[src/rtl/oup_ulpi_tx_arbiter_pkg.sv]
// Shared types and the instruction encoder for the ULPI TX arbiter.
// The instruction layout matches the sync-mode TX machine:
// a 2-bit opcode in [7:6] and a 6-bit payload in [5:0].
package oup_ulpi_tx_arbiter_p;

    // Sequencer states.
    typedef enum logic [2:0] {
        ST_IDLE      = 3'd0,
        ST_ISSUE     = 3'd1,
        ST_WAIT_DONE = 3'd2,
        ST_DONE      = 3'd3,
        ST_ERR       = 3'd4
    } arb_state_t;

    // Requesters that share the TX machine.
    typedef enum logic {
        REQ_REG = 1'b0,
        REQ_PKT = 1'b1
    } requester_t;

    // Immediate address value that selects an extended register access.
    localparam logic [5:0] ULPI_EXTREG_IMM = 6'h2F;

    // Instruction opcodes.
    localparam logic [1:0] OPC_TRANSMIT = 2'b01;
    localparam logic [1:0] OPC_REGW     = 2'b10;
    localparam logic [1:0] OPC_REGR     = 2'b11;

    // The instruction byte, viewed either raw or as opcode/payload.
    typedef union packed {
        logic [7:0] raw;
        struct packed {
            logic [1:0] opcode;
            logic [5:0] data;
        } f;
    } instruction_union_t;

    // Build the TX instruction for a granted request.
    // - Packets carry the PID in the low nibble.
    // - Register addresses that fit in 6 bits are sent immediately.
    // - 8'h2F would collide with the extended-access escape, so it is
    //   sent as an extended access, like every address above 8'h3F.
    function automatic instruction_union_t encode_instruction(
        input requester_t requester,
        input logic       we,
        input logic [7:0] addr,
        input logic [3:0] pid
    );
        instruction_union_t instr;
        instr.raw = 8'h00;
        if (requester == REQ_PKT) begin
            instr.f.opcode = OPC_TRANSMIT;
            instr.f.data   = {2'b00, pid};
        end else begin
            instr.f.opcode = we ? OPC_REGW : OPC_REGR;
            if ((addr <= 8'h3F) && (addr != {2'b00, ULPI_EXTREG_IMM})) begin
                instr.f.data = addr[5:0];
            end else begin
                instr.f.data = ULPI_EXTREG_IMM;
            end
        end
        return instr;
    endfunction

endpackage

[src/rtl/oup_ulpi_tx_arb2.sv]
// Two-way request selector for the ULPI TX arbiter.
// - Default build: fixed priority, with the register port winning a tie.
// - With OUP_ULPI_TX_ARB_RR_EN defined: a tie goes to the requester not
//   served last. The remembered owner is updated when a transaction
//   completes; after reset it favours the register port.
module oup_ulpi_tx_arb2
    import oup_ulpi_tx_arbiter_p::*;
(
`ifdef OUP_ULPI_TX_ARB_RR_EN
    input  logic       clk,
    input  logic       rst_n,
    input  logic       served_valid,
    input  requester_t served_owner,
`endif
    input  logic       req_reg,
    input  logic       req_pkt,
    output logic       gnt_valid,
    output requester_t gnt_owner
);

`ifdef OUP_ULPI_TX_ARB_RR_EN
    requester_t last_r;

    // Remember the owner of the most recently completed transaction.
    always_ff @(posedge clk or negedge rst_n) begin
        if (!rst_n) begin
            last_r <= REQ_PKT;
        end else if (served_valid) begin
            last_r <= served_owner;
        end else begin
            last_r <= last_r;
        end
    end

    // Select a winner; on a tie, prefer whoever was not served last.
    always_comb begin
        gnt_valid = req_reg | req_pkt;
        gnt_owner = REQ_REG;
        if (req_reg && req_pkt) begin
            gnt_owner = (last_r == REQ_REG) ? REQ_PKT : REQ_REG;
        end else if (req_pkt) begin
            gnt_owner = REQ_PKT;
        end else begin
            gnt_owner = REQ_REG;
        end
    end
`else
    // Select a winner; the register port always wins a tie.
    always_comb begin
        gnt_valid = req_reg | req_pkt;
        gnt_owner = REQ_REG;
        if (req_reg) begin
            gnt_owner = REQ_REG;
        end else if (req_pkt) begin
            gnt_owner = REQ_PKT;
        end else begin
            gnt_owner = REQ_REG;
        end
    end
`endif

endmodule

[src/rtl/oup_ulpi_tx_arbiter.sv]
// Sequencer and arbiter in front of the ULPI sync-mode TX machine.
// It grants one of two requesters (packet engine, PHY register port),
// encodes the instruction, drives exec, and re-issues after an abort up
// to MAX_RETRY times. It gives up with an error if the TX machine does
// not accept exec within START_TIMEOUT cycles.
// Optional macro: OUP_ULPI_TX_ARB_RR_EN selects round-robin tie-breaking.
module oup_ulpi_tx_arbiter
    import oup_ulpi_tx_arbiter_p::*;
#(
    parameter int MAX_RETRY     = 3,
    parameter int START_TIMEOUT = 64
) (
    input  logic       ulpi_clk_i,
    input  logic       rst_ni,
    input  logic       pkt_req_i,
    input  logic [3:0] pkt_pid_i,
    output logic       pkt_gnt_o,
    output logic       pkt_done_o,
    output logic       pkt_err_o,
    input  logic       reg_req_i,
    input  logic       reg_we_i,
    input  logic [7:0] reg_addr_i,
    input  logic [7:0] reg_wdata_i,
    output logic       reg_gnt_o,
    output logic       reg_done_o,
    output logic       reg_err_o,
    output logic [7:0] instruction_o,
    output logic       exec_o,
    input  logic       exec_ready_i,
    input  logic       exec_aborted_i,
    output logic [7:0] phyreg_o,
    output logic [7:0] phyreg_addr_o,
    output logic       busy_o
);

    localparam int RETRY_W = (MAX_RETRY > 0) ? $clog2(MAX_RETRY + 1) : 1;
    localparam int START_W = (START_TIMEOUT > 0) ? $clog2(START_TIMEOUT + 1) : 1;
    localparam logic [RETRY_W-1:0] RETRY_MAX  = RETRY_W'(MAX_RETRY);
    localparam logic [START_W-1:0] START_LAST = START_W'(START_TIMEOUT - 1);

    arb_state_t          state_r;
    requester_t          owner_r;
    logic [RETRY_W-1:0]  retry_r;
    logic [START_W-1:0]  start_r;
    logic [7:0]          instruction_r;
    logic [7:0]          phyreg_r;
    logic [7:0]          phyreg_addr_r;
    logic                exec_r;
    logic                busy_r;
    logic                pkt_gnt_r, pkt_done_r, pkt_err_r;
    logic                reg_gnt_r, reg_done_r, reg_err_r;

    logic                arb_valid_s;
    requester_t          arb_owner_s;

    oup_ulpi_tx_arb2 u_arb2 (
`ifdef OUP_ULPI_TX_ARB_RR_EN
        .clk          (ulpi_clk_i),
        .rst_n        (rst_ni),
        .served_valid ((state_r == ST_DONE) || (state_r == ST_ERR)),
        .served_owner (owner_r),
`endif
        .req_reg      (reg_req_i),
        .req_pkt      (pkt_req_i),
        .gnt_valid    (arb_valid_s),
        .gnt_owner    (arb_owner_s)
    );

    // Main sequencer: grant, issue, wait for completion, retry, report.
    always_ff @(posedge ulpi_clk_i or negedge rst_ni) begin
        if (!rst_ni) begin
            state_r       <= ST_IDLE;
            owner_r       <= REQ_REG;
            retry_r       <= '0;
            start_r       <= '0;
            instruction_r <= 8'h00;
            phyreg_r      <= 8'h00;
            phyreg_addr_r <= 8'h00;
            exec_r        <= 1'b0;
            busy_r        <= 1'b0;
            pkt_gnt_r     <= 1'b0;
            pkt_done_r    <= 1'b0;
            pkt_err_r     <= 1'b0;
            reg_gnt_r     <= 1'b0;
            reg_done_r    <= 1'b0;
            reg_err_r     <= 1'b0;
        end else begin
            pkt_gnt_r  <= 1'b0;
            pkt_done_r <= 1'b0;
            pkt_err_r  <= 1'b0;
            reg_gnt_r  <= 1'b0;
            reg_done_r <= 1'b0;
            reg_err_r  <= 1'b0;
            case (state_r)
                ST_IDLE: begin
                    if (arb_valid_s) begin
                        owner_r       <= arb_owner_s;
                        instruction_r <= encode_instruction(arb_owner_s, reg_we_i,
                                                            reg_addr_i, pkt_pid_i);
                        if (arb_owner_s == REQ_REG) begin
                            reg_gnt_r     <= 1'b1;
                            phyreg_r      <= reg_wdata_i;
                            phyreg_addr_r <= reg_addr_i;
                        end else begin
                            pkt_gnt_r     <= 1'b1;
                            phyreg_r      <= 8'h00;
                            phyreg_addr_r <= 8'h00;
                        end
                        retry_r <= '0;
                        start_r <= '0;
                        exec_r  <= 1'b1;
                        busy_r  <= 1'b1;
                        state_r <= ST_ISSUE;
                    end else begin
                        state_r <= ST_IDLE;
                    end
                end
                ST_ISSUE: begin
                    if (!exec_ready_i) begin
                        exec_r  <= 1'b0;
                        state_r <= ST_WAIT_DONE;
                    end else if (start_r == START_LAST) begin
                        // TX machine never left IDLE (e.g. PHY holding dir).
                        exec_r    <= 1'b0;
                        reg_err_r <= (owner_r == REQ_REG);
                        pkt_err_r <= (owner_r == REQ_PKT);
                        state_r   <= ST_ERR;
                    end else begin
                        start_r <= start_r + START_W'(1);
                    end
                end
                ST_WAIT_DONE: begin
                    if (exec_ready_i) begin
                        if (!exec_aborted_i) begin
                            reg_done_r <= (owner_r == REQ_REG);
                            pkt_done_r <= (owner_r == REQ_PKT);
                            state_r    <= ST_DONE;
                        end else if (retry_r < RETRY_MAX) begin
                            // Re-issue the same instruction.
                            retry_r <= retry_r + RETRY_W'(1);
                            start_r <= '0;
                            exec_r  <= 1'b1;
                            state_r <= ST_ISSUE;
                        end else begin
                            reg_err_r <= (owner_r == REQ_REG);
                            pkt_err_r <= (owner_r == REQ_PKT);
                            state_r   <= ST_ERR;
                        end
                    end else begin
                        state_r <= ST_WAIT_DONE;
                    end
                end
                ST_DONE, ST_ERR: begin
                    retry_r <= '0;
                    start_r <= '0;
                    busy_r  <= 1'b0;
                    state_r <= ST_IDLE;
                end
                default: begin
                    exec_r  <= 1'b0;
                    busy_r  <= 1'b0;
                    retry_r <= '0;
                    start_r <= '0;
                    state_r <= ST_IDLE;
                end
            endcase
        end
    end

    assign pkt_gnt_o     = pkt_gnt_r;
    assign pkt_done_o    = pkt_done_r;
    assign pkt_err_o     = pkt_err_r;
    assign reg_gnt_o     = reg_gnt_r;
    assign reg_done_o    = reg_done_r;
    assign reg_err_o     = reg_err_r;
    assign instruction_o = instruction_r;
    assign exec_o        = exec_r;
    assign phyreg_o      = phyreg_r;
    assign phyreg_addr_o = phyreg_addr_r;
    assign busy_o        = busy_r;

endmodule

[config.mk]
export PLATFORM = sky130hd
export DESIGN_NAME = oup_ulpi_tx_arbiter
export DESIGN_NICKNAME = d
export VERILOG_FILES = /design/src/rtl/oup_ulpi_tx_arbiter_pkg.sv /design/src/rtl/oup_ulpi_tx_arb2.sv /design/src/rtl/oup_ulpi_tx_arbiter.sv
export SDC_FILE = /design/constraint.sdc
export NUM_CORES = 1
export LEC_CHECK = 0
export CAP_MARGIN = 20
export CORE_ASPECT_RATIO = 1.4
export CORE_MARGIN = 2
export CORE_UTILIZATION = 40
export CTS_CLUSTER_DIAMETER = 50
export DETAILED_ROUTE_END_ITERATION = 16
export GPL_ROUTABILITY_DRIVEN = 0
export PLACE_DENSITY = 0.7
export REMOVE_ABC_BUFFERS = 1
export SLEW_MARGIN = 40
export SYNTH_ARGS = -nofsm -noshare
export SYNTH_HDL_FRONTEND = slang
export SYNTH_SLANG_ARGS = --single-unit
[constraint.sdc]
create_clock -name ulpi_clk_i -period 2.1 [get_ports ulpi_clk_i]
set_input_delay 0.21 -clock ulpi_clk_i [delete_from_list [all_inputs] [get_ports ulpi_clk_i]]
set_output_delay 0.21 -clock ulpi_clk_i [all_outputs]
set_load 0.01 [all_outputs]
==> run metrics <==
final worst slack 0.327 ns; Hold Fails Final Rpt 35; vias in the first global route 1,778; YS warnings 0; final hold slack -0.00373 ns; multi-input logic area 880 µm²; DRT Pass-1 Iters 5; CP Data Required Time 2.28 ns; Final Slew Violations 0; CTS tree built; crit-path max cell delay 0.41 ns; Comb power frac a little under half; total power approximately 3700 µW; clk slew on worst S/H paths about 0.080 ns; first-pass GRT wire length approximately 8400 µm; Routed Antenna Nets 0; sequential share of the synthesized area 53.0%; hpwl dp 3640 µm; Max FO, Critical Path 6; post-CTS resize count 0; vias per std cell roughly 5.5; # rows 31; Layout area overhead 35.7%; storage element area 1130 µm²; cell chain of the critical path ha_1 > nand4_1 > nor2_1 > nor3_1 > a211o_1; Adder-Cell Fraction of Synth Area 1.18%; Post-Layout Cell Count 328; Clock Skew 0.00428 ns; H-Tree Depth 2; top_reg_cell synth dfrtp_1; largest net degree at the start of global routing 46; Syn Inst Count 197; # hold bufs at CTS 0; Ant. Diodes 0; # clock sinks 45; Final Instance Area 2890 µm²; max-cap viol count 0; failing checks hold timing; pre-CTS setup slack 0.254 ns; vias 1,790; status finished with violations; Seq pwr share a little under two fifths; number of enable flip-flop cells after synthesis 0; post-synthesis cell area 2130 µm²; mean area per synthesized cell 10.8 µm²; Inst Count DP 320; routed wire length 5000 µm; Clock Path Buffers 2; RSZ-0062 raised after global routing no; min-delay worst type input port to async pin; DIE HEIGHT 90.3 µm; Worst-Skew Late Latency 0.29 ns; DP Area 2780 µm²; I/O Buffers 58; Post-synth ARST share 100%; Die Span X 65.6 µm; CP Class register to register; sw frac 35.1%; startpoint types register; Post-CTS Setup Inserts 0; First DRT Iteration DRCs 68; Leakage roughly 0.0013 µW; IO Count 59; Root Buffer clkbuf_8; Int Power 2430 µW; drc violations 0; period utilization 84.4%; Power Density 1300 nW/µm²; filler instances 435; clock period minus worst slack 1.77 ns; Avg WL per Cell 15.2 µm; Critical Path Slowest Stage Cell dfrtp_1; WP buf/inv 0; largest family of logic cells by synthesized area compound AO/OA/AOI/OAI gates; xor/xnor share of the synthesized area less than 1%; commonest non-fill, non-tap cell in the layout clkdlybuf4s50_1; endpoints failing setup 0; Setup crit end kind register; initial antenna violation count 0; Relative slew margins 63.3%; clock share of power 15.3%; Netlist cell types 48; #FFs+latches synth 45; FMAX 0.564 GHz; fin util 55.9%; CTS Buf Count 5; Least-Margin Pin Slew 0.550 ns; core area 5160 µm²; fin nets 290; Top delay family on crit path simple AND/OR/NAND/NOR gates; initial core utilization 41.2%; Overflow after GRT 0; layout cells sized above 1 a little over a tenth; Total GRT Usage 18.1%; commonest non-fill, non-tap cells in the layout clkdlybuf4s50_1 (57), dfrtp_1 (45), nor2_1 (25); mux cell area share after synthesis less than 1%; Synth Area in Compound Gates 22.2%; area share of and/or/nand/nor cells after synthesis 16.5%; peak supply drop 0.713 mV; critical path arrival 1.95 ns; Psw around 1300 µW; Die ar. 5920 µm²
[metrics by stage]
step	setup TNS [ns]	hold WS (ns)
global placement	0	0.324
detailed placement	0	0.326
CTS	0	0.00800
finish	0	-0.00373
floorplan	-0.598	-0.0856
global route	0	0.0350
[routing by layer]
| layer | part of all wire, % | global-route usage [%] |
|---|---|---|
| met4 | 1.6 | 7.47 |
| met3 | 6.5 | 4.24 |
| met5 | 0 | 0 |
| met2 | 49 | 30.4 |
| met1 | 43 | 21.9 |
[cells by family after synthesis]
kind of cell             count (synthesis)
AND/OR/NAND/NOR                         65
AO/OA/AOI/OAI                           60
flip-flops                              45
buffers and inverters                   23
adder cells (fa/ha/maj)                  2
XOR/XNOR                                 1
multiplexers                             1
[synthesized netlist by cell type (3+ instances only)]
| master | number | area [µm²] |
|---|---|---|
| a22o_1 | 17 | 149 |
| a31oi_1 | 5 | 31.3 |
| buf_2 | 6 | 30.0 |
| buf_6 | 3 | 33.8 |
| dfrtp_1 | 45 | 1130 |
| inv_1 | 12 | 45.0 |
| nand2_1 | 10 | 37.5 |
| nand2b_1 | 5 | 31.3 |
| nand3_1 | 4 | 20.0 |
| nor2_1 | 25 | 93.8 |
| nor3_1 | 5 | 25.0 |
| o21ai_0 | 11 | 55.1 |
| o22ai_1 | 4 | 25.0 |
[power groups by stage]
| stage | Sequential, µW | Clock, µW | Combinational, µW |
|---|---|---|---|
| floorplan | 1520 | 0 | 801 |
| CTS | 1410 | 596 | 1770 |
| detailed placement | 1430 | 0 | 1760 |
| global placement | 1410 | 0 | 1740 |
| finish | 1410 | 572 | 1760 |
| global route | 1460 | 637 | 1940 |
[state kept, by name (all words and copies together) (netlist names)]
register and cells:
instruction_o 8, phyreg_addr_o 8, phyreg_o 8, start_r 7, state_r 3, retry_r 2
busy_o 1, exec_o 1, owner_r 1, pkt_done_o 1, pkt_err_o 1, pkt_gnt_o 1
reg_done_o 1, reg_err_o 1, reg_gnt_o 1
[area by class of cell]
class	count	share of cell area, %
well taps	66	2.86
clock inverters	1	0.173
multi-input cells	129	30.5
inverters	12	1.56
clock buffers	7	3.34
flip-flops and latches	45	39.0
repair buffers	68	22.5
[worst paths after layout]
path	from	end	slack, ns	depth (start not counted)
worst max-delay path	start_r[0]	exec_o	0.33	5
worst min-delay path	rst_ni	phyreg_addr_o[6]	-0.004	2
worst max register to register	start_r[0]	exec_o	0.33	5
worst min register to register	instruction_o[5]	instruction_o[5]	0.49	2
max in group asynchronous	rst_ni	start_r[2]	1.74	2
min in group ulpi_clk_i	instruction_o[5]	instruction_o[5]	0.49	2
Power figures use the tool's default switching activity.
